===== src/rtl/ball_cmd_sched_pkg.sv =====
// ball_pkg: shared keycodes, scheduler state type and key helpers for ball_cmd_sched.
package ball_pkg;

    localparam logic [7:0] KEY_NONE  = 8'h00;
    localparam logic [7:0] KEY_RIGHT = 8'h4F;
    localparam logic [7:0] KEY_LEFT  = 8'h50;
    localparam logic [7:0] KEY_DOWN  = 8'h51;
    localparam logic [7:0] KEY_UP    = 8'h52;

    // Who currently owns the ball's key input.
    typedef enum logic {
        PLAYER = 1'b0,
        DEMO   = 1'b1
    } state_t;

    // True for the four arrow-key codes; everything else is ignored by the scheduler.
    function automatic logic is_dir_key(input logic [7:0] code);
        return (code == KEY_RIGHT) || (code == KEY_LEFT) ||
               (code == KEY_DOWN)  || (code == KEY_UP);
    endfunction

    // Attract-mode pattern: right, down, left, up.
    function automatic logic [7:0] demo_key(input logic [1:0] idx);
        logic [7:0] code;
        unique case (idx)
            2'd0: code = KEY_RIGHT;
            2'd1: code = KEY_DOWN;
            2'd2: code = KEY_LEFT;
            2'd3: code = KEY_UP;
        endcase
        return code;
    endfunction

endpackage


===== src/rtl/ball_cmd_sched_cmd_fifo.sv =====
// cmd_fifo: small synchronous FIFO for buffered direction commands.
// A push is accepted when not full, or when a pop frees a slot on the same edge.
// Flush empties the FIFO; a push on the flush edge becomes the only entry.
module cmd_fifo #(
    parameter int unsigned WIDTH = 8,
    parameter int unsigned DEPTH = 4
) (
    input  logic                       frame_clk,
    input  logic                       Reset,
    input  logic                       push,
    input  logic                       pop,
    input  logic                       flush,
    input  logic [WIDTH-1:0]           din,
    output logic [WIDTH-1:0]           head,
    output logic                       full,
    output logic                       empty,
    output logic [$clog2(DEPTH+1)-1:0] count
);
    localparam int unsigned PW = $clog2(DEPTH);
    localparam int unsigned CW = $clog2(DEPTH + 1);

    logic [WIDTH-1:0] mem [DEPTH];
    logic [PW-1:0]    rd_ptr;
    logic [PW-1:0]    wr_ptr;
    logic             do_push;
    logic             do_pop;
    logic [PW-1:0]    wr_addr;

    assign full  = (count == CW'(DEPTH));
    assign empty = (count == '0);
    assign head  = mem[rd_ptr];

    // Qualify requests against occupancy; a flush restarts writing at slot 0.
    always_comb begin
        do_pop  = pop && !empty && !flush;
        do_push = push && (flush || !full || do_pop);
        wr_addr = flush ? '0 : wr_ptr;
    end

    // Storage needs no reset: pointers and count define what is valid.
    always_ff @(posedge frame_clk) begin
        if (do_push) begin
            mem[wr_addr] <= din;
        end
    end

    // Pointer and occupancy bookkeeping.
    always_ff @(posedge frame_clk or posedge Reset) begin
        if (Reset) begin
            rd_ptr <= '0;
            wr_ptr <= '0;
            count  <= '0;
        end else if (flush) begin
            rd_ptr <= '0;
            wr_ptr <= do_push ? PW'(1) : '0;
            count  <= do_push ? CW'(1) : '0;
        end else begin
            if (do_push) begin
                wr_ptr <= wr_ptr + 1'b1;
            end
            if (do_pop) begin
                rd_ptr <= rd_ptr + 1'b1;
            end
            if (do_push && !do_pop) begin
                count <= count + 1'b1;
            end else if (do_pop && !do_push) begin
                count <= count - 1'b1;
            end
        end
    end

endmodule


===== src/rtl/ball_cmd_sched.sv =====
// ball_cmd_sched: turns held USB keycodes into one-frame ball direction commands,
// buffers rapid presses, enforces a minimum gap between dispatches and, when built
// with BALL_CMD_SCHED_DEMO_EN defined, hands the ball to an attract-mode demo after
// a period of player inactivity.
module ball_cmd_sched
    import ball_pkg::*;
#(
    parameter int unsigned DEPTH       = 4,
    parameter int unsigned MIN_GAP     = 8,
    parameter int unsigned IDLE_FRAMES = 600,
    parameter int unsigned DEMO_PERIOD = 90
) (
    input  logic                       frame_clk,
    input  logic                       Reset,
    input  logic [7:0]                 key_in,
    output logic [7:0]                 key_out,
    output logic                       demo_mode,
    output logic [$clog2(DEPTH+1)-1:0] fifo_count,
    output logic                       overflow
);

    // Elaboration-time parameter range checks.
    if (DEPTH < 2 || DEPTH > 16 || (DEPTH & (DEPTH - 1)) != 0) begin : g_bad_depth
        $error("ball_cmd_sched: DEPTH must be a power of two in 2..16");
    end
    if (MIN_GAP == 0 || MIN_GAP > 255) begin : g_bad_gap
        $error("ball_cmd_sched: MIN_GAP must be in 1..255");
    end
    if (IDLE_FRAMES == 0 || IDLE_FRAMES > 4095 ||
        DEMO_PERIOD == 0 || DEMO_PERIOD > 255) begin : g_bad_demo
        $error("ball_cmd_sched: IDLE_FRAMES must be 1..4095, DEMO_PERIOD 1..255");
    end

    logic [7:0] key_prev;
    logic [7:0] gap_cnt;
    logic       key_event;
    logic       in_demo;
    logic       fifo_push;
    logic       fifo_pop;
    logic       fifo_flush;
    logic       fifo_full;
    logic       fifo_empty;
    logic       press_drop;
    logic [7:0] fifo_head;

`ifdef BALL_CMD_SCHED_DEMO_EN
    localparam int unsigned IW = $clog2(IDLE_FRAMES + 1);

    state_t        state;
    logic [IW-1:0] idle_cnt;
    logic [7:0]    demo_cnt;
    logic [1:0]    demo_idx;

    assign in_demo = (state == DEMO);
`else
    assign in_demo   = 1'b0;
    assign demo_mode = 1'b0;
`endif

    // Edge detection, FIFO control and overflow qualification for this frame.
    always_comb begin
        key_event  = (key_in != key_prev) && is_dir_key(key_in);
        // A press during the demo discards whatever was queued and restarts from it.
        fifo_flush = in_demo && key_event;
        fifo_pop   = !in_demo && !fifo_empty && (gap_cnt == 8'd0);
        fifo_push  = key_event && (in_demo || !fifo_full || fifo_pop);
        press_drop = key_event && !in_demo && fifo_full && !fifo_pop;
    end

    cmd_fifo #(
        .WIDTH (8),
        .DEPTH (DEPTH)
    ) u_cmd_fifo (
        .frame_clk (frame_clk),
        .Reset     (Reset),
        .push      (fifo_push),
        .pop       (fifo_pop),
        .flush     (fifo_flush),
        .din       (key_in),
        .head      (fifo_head),
        .full      (fifo_full),
        .empty     (fifo_empty),
        .count     (fifo_count)
    );

    // Player dispatch, gap timing, overflow flag and (optionally) the demo FSM.
    always_ff @(posedge frame_clk or posedge Reset) begin
        if (Reset) begin
            key_out  <= KEY_NONE;
            key_prev <= KEY_NONE;
            gap_cnt  <= 8'd0;
            overflow <= 1'b0;
`ifdef BALL_CMD_SCHED_DEMO_EN
            state     <= PLAYER;
            demo_mode <= 1'b0;
            idle_cnt  <= '0;
            demo_cnt  <= 8'd0;
            demo_idx  <= 2'd0;
`endif
        end else begin
            key_prev <= key_in;

            if (press_drop) begin
                overflow <= 1'b1;
            end

            if (fifo_pop) begin
                key_out <= fifo_head;
                gap_cnt <= 8'(MIN_GAP - 1);
            end else begin
                key_out <= KEY_NONE;
                if (fifo_flush) begin
                    gap_cnt <= 8'd0;
                end else if (gap_cnt != 8'd0) begin
                    gap_cnt <= gap_cnt - 8'd1;
                end
            end

`ifdef BALL_CMD_SCHED_DEMO_EN
            if (key_event) begin
                idle_cnt <= '0;
            end else if (idle_cnt != IW'(IDLE_FRAMES)) begin
                idle_cnt <= idle_cnt + 1'b1;
            end

            case (state)
                PLAYER: begin
                    // Only take over with nothing queued, so no player command is lost.
                    if ((idle_cnt == IW'(IDLE_FRAMES - 1)) && !key_event && fifo_empty) begin
                        state     <= DEMO;
                        demo_mode <= 1'b1;
                        demo_cnt  <= 8'd0;
                        demo_idx  <= 2'd0;
                    end
                end
                DEMO: begin
                    if (key_event) begin
                        // The press wins; key_out stays 0 and the press goes out next edge.
                        state     <= PLAYER;
                        demo_mode <= 1'b0;
                    end else begin
                        if (demo_cnt == 8'd0) begin
                            key_out  <= demo_key(demo_idx);
                            demo_idx <= demo_idx + 2'd1;
                        end
                        if (demo_cnt == 8'(DEMO_PERIOD - 1)) begin
                            demo_cnt <= 8'd0;
                        end else begin
                            demo_cnt <= demo_cnt + 8'd1;
                        end
                    end
                end
                default: begin
                    state     <= PLAYER;
                    demo_mode <= 1'b0;
                end
            endcase
`endif
        end
    end

endmodule


===== config.mk =====
export PLATFORM = sky130hd
export DESIGN_NAME = ball_cmd_sched
export DESIGN_NICKNAME = d
export VERILOG_FILES = /design/src/rtl/ball_cmd_sched_pkg.sv /design/src/rtl/ball_cmd_sched_cmd_fifo.sv /design/src/rtl/ball_cmd_sched.sv
export SDC_FILE = /design/constraint.sdc
export NUM_CORES = 1
export LEC_CHECK = 0
export BUFFER_PORTS_ARGS = -buffer_cell sky130_fd_sc_hd__buf_2
export CAP_MARGIN = 10
export CELL_PAD_IN_SITES_DETAIL_PLACEMENT = 1
export CELL_PAD_IN_SITES_GLOBAL_PLACEMENT = 1
export CORE_UTILIZATION = 49
export CTS_CLUSTER_DIAMETER = 100
export DETAILED_ROUTE_END_ITERATION = 10
export PLACE_DENSITY_LB_ADDON = 0.1
export SLEW_MARGIN = 30
export SYNTH_ARGS = -nofsm -noshare
export SYNTH_HDL_FRONTEND = slang
export SYNTH_SLANG_ARGS = --single-unit

===== constraint.sdc =====
create_clock -name frame_clk -period 3.6 [get_ports frame_clk]
set_input_delay 0.54 -clock frame_clk [delete_from_list [all_inputs] [get_ports frame_clk]]
set_output_delay 0.54 -clock frame_clk [all_outputs]
set_load 0.01 [all_outputs]

==> results of run 1 <==
worst max-delay path, stage by stage (launching register included):
cell	delay [ns]
sky130_fd_sc_hd__dfrtp_1	0.43
sky130_fd_sc_hd__or4_4	0.54
sky130_fd_sc_hd__or4b_4	0.60
sky130_fd_sc_hd__and3_4	0.23
sky130_fd_sc_hd__nor3_4	0.32
sky130_fd_sc_hd__ha_1	0.24
sky130_fd_sc_hd__inv_1	0.06
sky130_fd_sc_hd__fa_1	0.37
sky130_fd_sc_hd__xor2_1	0.15
sky130_fd_sc_hd__nor2_1	0.11
sky130_fd_sc_hd__xor2_1	0.15
per-layer routing:
| metal | share of wire | GRT usage | vias to the layer above |
|---|---|---|---|
| met5 | 0 | 0 | - |
| met4 | 0.016 | 0.1153 | 0 |
| met3 | 0.029 | 0.04552 | 8 |
| met2 | 0.51 | 0.3163 | 24 |
| met1 | 0.45 | 0.2613 | 714 |
| li1 | - | - | 632 |
flip-flops by register name (all words and copies together) (netlist names):
name               flops
u_cmd_fifo.mem        32
gap_cnt                8
u_cmd_fifo.wr_ptr      2
u_cmd_fifo.rd_ptr      2
key_out                8
key_prev               8
u_cmd_fifo.count       3
overflow               1
stage by stage:
step,setup WS [ns],area (sq um)
CTS,0.3245,2960
detailed placement,0.3450,2781
floorplan,0.4916,2604
global route,0.1358,2960
global placement,0.4499,2781
finish,0.3388,2960
cell families (layout without fill, tap and decap cells):
| family | after synthesis | in the layout | synth area share |
|---|---|---|---|
| XOR/XNOR | 17 | 17 | 0.05718 |
| buffers and inverters | 13 | 47 | 0.02307 |
| other | 1 | 1 | 0.001440 |
| AO/OA/AOI/OAI | 6 | 6 | 0.01441 |
| multiplexers | 12 | 12 | 0.08745 |
| flip-flops | 64 | 64 | 0.6766 |
| adder cells (fa/ha/maj) | 8 | 8 | 0.04133 |
| AND/OR/NAND/NOR | 41 | 41 | 0.09851 |
synthesized netlist by cell type:
master,n,share of area
sky130_fd_sc_hd__and3_4,1,0.0043
sky130_fd_sc_hd__fa_1,1,0.0077
sky130_fd_sc_hd__mux2_2,2,0.0086
sky130_fd_sc_hd__buf_1,2,0.0029
sky130_fd_sc_hd__o211ai_1,2,0.0058
sky130_fd_sc_hd__nor4bb_1,2,0.0077
sky130_fd_sc_hd__a21o_1,1,0.0029
sky130_fd_sc_hd__dfrtp_1,32,0.31
sky130_fd_sc_hd__inv_1,8,0.012
sky130_fd_sc_hd__nor4_1,1,0.0024
sky130_fd_sc_hd__mux2i_1,1,0.0038
sky130_fd_sc_hd__ha_1,7,0.034
sky130_fd_sc_hd__and2_1,4,0.0096
sky130_fd_sc_hd__nor3_1,4,0.0077
sky130_fd_sc_hd__or4_4,1,0.0043
sky130_fd_sc_hd__nand4_1,2,0.0048
sky130_fd_sc_hd__xnor2_1,13,0.044
sky130_fd_sc_hd__edfxtp_1,32,0.37
sky130_fd_sc_hd__nor3_4,1,0.0062
sky130_fd_sc_hd__conb_1,1,0.0014
sky130_fd_sc_hd__or3_1,1,0.0024
sky130_fd_sc_hd__or4b_4,1,0.0053
sky130_fd_sc_hd__mux4_2,8,0.069
sky130_fd_sc_hd__nand2b_1,3,0.0072
sky130_fd_sc_hd__nor2b_1,8,0.019
sky130_fd_sc_hd__nor2_1,8,0.012
sky130_fd_sc_hd__buf_6,1,0.0043
sky130_fd_sc_hd__nand2_1,4,0.0058
sky130_fd_sc_hd__xor2_1,4,0.013
sky130_fd_sc_hd__clkbuf_1,1,0.0014
sky130_fd_sc_hd__a21oi_1,3,0.0058
sky130_fd_sc_hd__mux2_4,1,0.0058
sky130_fd_sc_hd__buf_4,1,0.0029
power by group:
group	switching [mW]	internal (mW)	leakage (nW)	total [mW]
logic	0.141	0.209	0.426	0.351
registers	0.138	0.864	0.678	1.00
clock network	0.258	0.313	0.0922	0.572
final cells by class:
cell class / count / area share
clock inverter: 5 / 0.01606
timing repair buffer: 23 / 0.04057
clock buffer: 11 / 0.04438
inverter: 8 / 0.01014
multi-input combinational: 85 / 0.2642
sequential: 64 / 0.5951
tap: 70 / 0.02959
final timing paths:
check | depth (start not counted) | slack (ns) | to
setup / recovery | 10 | 0.34 | u_cmd_fifo.count[2]
hold / removal | 3 | 0.27 | key_out[6]
setup reg to reg | 10 | 0.34 | u_cmd_fifo.count[2]
hold reg to reg | 1 | 0.50 | gap_cnt[0]
max in group asynchronous | 3 | 3.00 | gap_cnt[5]
min in group frame_clk | 1 | 0.40 | key_prev[0]
==> PnR_summary.wiki, run 1 <==
{| class="wikitable"
! Metric !! Value
|-
| Status || finished clean
|-
| CP Launch Point || gap_cnt[3]
|-
| Cells resized by post-CTS repair || 0
|-
| Reported leakage power || 1.196 nW
|-
| Residual DRC count || 0
|-
| Top fanout value on the critical path || 9
|-
| CTS tree || done
|-
| Core ar. || 0.005107 sq mm
|-
| Final count of pins violating max slew || 0
|-
| Final layout net count || 209
|-
| WL/cell || 17.76 um
|-
| Worst path arrival time || 3.52 ns
|-
| Layout Cells excl Fill || around 270
|-
| Part of the Yosys area used for sequential elements || 0.6766
|-
| Wire length of the first global-routing pass || 7.590 mm
|-
| Commonest cells after routing, fill and taps aside || sky130_fd_sc_hd__dfrtp_1, sky130_fd_sc_hd__edfxtp_1, sky130_fd_sc_hd__buf_2, sky130_fd_sc_hd__xnor2_1, sky130_fd_sc_hd__clkbuf_8
|-
| Floorplan die width || 74.90 um
|-
| Endpoint class of the critical path || register
|-
| Number of detailed-route iterations in the first pass || 4
|-
| H-tree depth || 3
|-
| Largest net degree at the start of global routing || 33
|-
| Required time at the worst-slack endpoint || 3.86 ns
|-
| Cell area after synthesis || 0.002604 sq mm
|-
| Initial cell density of the core || 0.5098
|-
| Iteration-0 DRC Markers || 103
|-
| Cells after DPL || 250
|-
| Slew of the pin with the lowest slew margin || roughly 0.63 ns
|-
| # fillers || 508
|-
| Number of buffers inserted by port buffering || 21
|-
| Final number of hold-violating endpoints || 0
|-
| Initial antenna violation count || 0
|-
| Global-route usage over all layers || 0.2020
|-
| Number of buffers added to fix hold violations after cts || 0
|-
| Final setup violating endpoints || 0
|-
| Worst hold path class || primary input to asynchronous set/reset pin
|-
| Setup repair after global routing missed its margin || no
|-
| Detailed-route vias per instance || 5.180
|-
| Highest achievable clock rate || ~310 MHz
|-
| Total number of vias || 1378
|-
| Number of post-CTS setup repair buffers || 0
|-
| Syn. warnings || 0
|-
| GRT overflow || 0
|-
| Max-cap viol count || 0
|-
| Clock latency at the later pin of the worst-skew pair || 0.34 ns
|-
| Post-synth net total || 180
|-
| Slew headroom || 0.5792
|-
| Final HPWL DP || 3.254 mm
|-
| Worst r2r src || gap_cnt[3]
|-
| Post-route clock skew || 0.009699 ns
|-
| Cts bufs inserted || 9
|-
| Vertical die dimension || 74.90 um
|-
| Worst Setup Start Kind || register
|-
| Critical path class || register to register
|-
| Setup tns final || 0 ns
|-
| Synthesis-stage register bit count || 64
|-
| Clock tree root driver cell || sky130_fd_sc_hd__clkbuf_8
|-
| Count of standard-cell rows || 26
|-
| Area growth syn-to-layout || 13.70%
|-
| Diode count || 0
|-
| Area taken by multi-input logic gates || 782.0 sq um
|-
| Post-route fraction of the period consumed by the critical path || 0.9059
|-
| Distinct cell type count of the synthesized netlist || 33
|-
| Time the final worst path needs with I/O delays and setup || 3.261 ns
|-
| Ports || 23
|-
| Die outline area || 0.005609 sq mm
|-
| Clk sink count || 64
|-
| Aggregate routed wire length || 4.724 mm
|-
| Share of the core filled with cells in the final layout || 0.5796
|-
| Final weighted congestion of routability-driven global placement || 0.6977
|-
| Final Total Pwr || between 1.5 and 2 mW
|-
| Peak VDD IR || 0.3949 mV
|-
| FF+latch area || roughly 0.0018 sq mm
|-
| Min Hold Slack || 0.2723 ns
|-
| Average size of a mapped cell || 16.07 sq um
|-
| Post-synthesis cell count || 162
|-
| Power density over the cells || 649.8 mW/mm^2
|-
| Antenna violation net count after detailed routing || 0
|-
| Maximum clock path buffer count || 2
|-
| Share of cells above drive strength 1 || 0.2551
|-
| Vias in the first global route || 1463
|-
| Register clock-pin slew on the reported worst setup and hold paths || 0.07 ns
|}
Note: power is estimated with default switching activity, not from simulation.
==> run 2, diff against run 1 <==
--- a/config.mk
+++ b/config.mk
@@ -9,6 +9,7 @@
 export CAP_MARGIN = 10
 export CELL_PAD_IN_SITES_DETAIL_PLACEMENT = 1
 export CELL_PAD_IN_SITES_GLOBAL_PLACEMENT = 1
+export CORE_ASPECT_RATIO = 1.4
 export CORE_UTILIZATION = 49
 export CTS_CLUSTER_DIAMETER = 100
 export DETAILED_ROUTE_END_ITERATION = 10
==> constraint.sdc (replaced) <==
create_clock -name frame_clk -period 3.3 [get_ports frame_clk]
set_input_delay 0.495 -clock frame_clk [delete_from_list [all_inputs] [get_ports frame_clk]]
set_output_delay 0.495 -clock frame_clk [all_outputs]
set_load 0.01 [all_outputs]
==> PnR_summary.wiki, run 2 (synthesis results as in run 1) <==
{| class="wikitable"
! Metric !! Value
|-
| Register name with the most flops || u_cmd_fifo.mem
|-
| Clock group share of total power || 0.306
|-
| Final HPWL DP || between 3 and 4 mm
|-
| Most used cell, CP || sky130_fd_sc_hd__xor2_1
|-
| Cell chain of the critical path || or4_4 > or4b_4 > and3_4 > nor3_4 > ha_1 > inv_1 > fa_1 > xor2_1 > nor2_1 > xor2_1
|-
| Residual DRC count || 0
|-
| WL/cell || approximately 16 um
|-
| Clock tree root driver cell || sky130_fd_sc_hd__clkbuf_8
|-
| Iteration-0 DRC Markers || 61
|-
| Net switching share of the total power || 0.2720
|-
| Wire length of the first global-routing pass || 7.044 mm
|-
| Global-route usage over all layers || 0.1834
|-
| Final layout net count || 210
|-
| Worst r2r src || gap_cnt[3]
|-
| Clock latency at the later pin of the worst-skew pair || approximately 0.34 ns
|-
| Highest achievable clock rate || 325.1 MHz
|-
| Share of cells above drive strength 1 || 0.2589
|-
| Time the final worst path needs with I/O delays and setup || 3.076 ns
|-
| Vias in the first global route || 1438
|-
| Cts bufs inserted || 9
|-
| Total number of vias || roughly 1400
|-
| Critical-path cell with the highest stage delay || sky130_fd_sc_hd__or4b_4
|-
| Slew headroom || 0.6074
|-
| Power density over the cells || roughly 710 mW/mm^2
|-
| Core ar. || 0.005159 sq mm
|-
| Initial cell density of the core || 0.5047
|-
| CTS tree || done
|-
| Count of standard-cell rows || 31
|-
| Setup tns final || 0 ns
|-
| Setup repair after global routing missed its margin || no
|-
| Final Total Pwr || 2.107 mW
|-
| Maximum clock path buffer count || 2
|-
| Aggregate routed wire length || 4.338 mm
|-
| Diode count || 0
|-
| Post-route fraction of the period consumed by the critical path || 0.9321
|-
| Endpoint class of the critical path || register
|-
| Commonest cells after routing, fill and taps aside || sky130_fd_sc_hd__dfrtp_1, sky130_fd_sc_hd__edfxtp_1, sky130_fd_sc_hd__buf_2, sky130_fd_sc_hd__xnor2_1, sky130_fd_sc_hd__clkbuf_8
|-
| Number of buffers inserted by port buffering || 21
|-
| Antenna violation net count after detailed routing || 0
|-
| Worst path arrival time || 3.34 ns
|-
| Status || finished clean
|-
| Vertical die dimension || just under 90 um
|-
| H-tree depth || 3
|-
| Register clock-pin slew on the reported worst setup and hold paths || ~0.070 ns
|-
| Die outline area || around 0.0056 sq mm
|-
| Max-cap viol count || 0
|-
| Worst hold path class || primary input to asynchronous set/reset pin
|-
| Number of flip-flops in the largest register || 32
|-
| Final count of pins violating max slew || 0
|-
| GRT overflow || 0
|-
| Peak VDD IR || 0.3733 mV
|-
| Internal power || 1.534 mW
|-
| Cells resized by post-CTS repair || 0
|-
| CP Launch Point || gap_cnt[3]
|-
| Worst Setup Start Kind || register
|-
| Relative contribution of sequential cells to total power || 0.516
|-
| Initial antenna violation count || 0
|-
| Reported leakage power || 1.201 nW
|-
| Clk sink count || 64
|-
| Area growth syn-to-layout || 14.22%
|-
| Slew of the pin with the lowest slew margin || ~0.59 ns
|-
| Critical path class || register to register
|-
| Final weighted congestion of routability-driven global placement || 0.7473
|-
| Number of post-CTS setup repair buffers || 0
|-
| Floorplan die width || 63.61 um
|-
| Largest net degree at the start of global routing || 33
|-
| Top fanout value on the critical path || 9
|-
| Final number of hold-violating endpoints || 0
|-
| Combinational share of power || 0.177
|-
| Final setup margin || between 0.2 and 0.25 ns
|-
| Number of buffers added to fix hold violations after cts || 0
|-
| Required time at the worst-slack endpoint || 3.56 ns
|-
| Post-route clock skew || 0.006419 ns
|-
| Pre-CTS setup slack || 0.2301 ns
|-
| Detailed-route vias per instance || 5.171
|-
| Number of detailed-route iterations in the first pass || 4
|-
| Crit-path max cell delay || 0.59 ns
|-
| Sw power || around 570 uW
|-
| Ports || 23
|-
| Final setup violating endpoints || 0
|}
==> run 2: cell types whose count changed in the layout (fill, tap and decap cells not counted) <==
| cell | before | now |
|---|---|---|
| sky130_fd_sc_hd__clkinvlp_4 | 0 | 1 |
| sky130_fd_sc_hd__buf_4 | 2 | 3 |
| sky130_fd_sc_hd__clkbuf_8 | 9 | 10 |
| sky130_fd_sc_hd__clkinv_2 | 2 | 0 |
==> run 2: critical path, delay by kind of cell (launching register included) <==
family / cells / cell delay (ns)
xor+xnor: 2 / 0.31
fa+ha+maj: 2 / 0.57
buf+inv: 1 / 0.06
flops: 1 / 0.43
simple gates: 5 / 1.63
==> run 2: power by group through the flow <==
stage,Combinational (mW),Sequential [mW],Clock (mW)
after global placement,0.367,1.10,0
final,0.373,1.09,0.646
after detailed placement,0.381,1.11,0
after CTS,0.383,1.10,0.668
after global routing,0.420,1.11,0.690
after floorplan,0.320,1.05,0
==> run 2: metal layers <==
layer	global-route usage	up-vias	share of wire
li1	-	633	-
met1	0.2039	694	0.41
met2	0.2998	25	0.52
met3	0.05799	8	0.036
met4	0.1302	0	0.026
met5	0	-	0
==> run 2: stage by stage <==
| stage | util | instance area (sq um) | cells | hold WS [ns] |
|---|---|---|---|---|
| after global placement | 0.5397 | 2784 | 247 | 0.4681 |
| final | 0.5765 | 2974 | 263 | 0.2308 |
| after global routing | 0.5765 | 2974 | 263 | 0.2748 |
| after detailed placement | 0.5397 | 2784 | 247 | 0.4483 |
| after CTS | 0.5765 | 2974 | 263 | 0.2257 |
| after floorplan | - | 2604 | 162 | 0.4646 |
==> run 2: area by class of cell <==
type	instances	area (sq um)
Clock inverter	4	45.04
Inverter	8	30.03
Timing Repair Buffer	24	127.6
Multi-Input combinational cell	85	782.0
Sequential cell	64	1762
Clock buffer	12	145.1
Fill cell	495	2185
Tap cell	66	82.58
==> run 2: worst paths after layout <==
path	cells after the start	to	slack [ns]
max	10	u_cmd_fifo.count[2]	0.22
min	3	u_cmd_fifo.count[2]	0.23
max reg2reg	10	u_cmd_fifo.count[2]	0.22
min reg2reg	1	overflow	0.46
max in group asynchronous	3	key_out[5]	2.77
min in group frame_clk	1	key_prev[0]	0.34
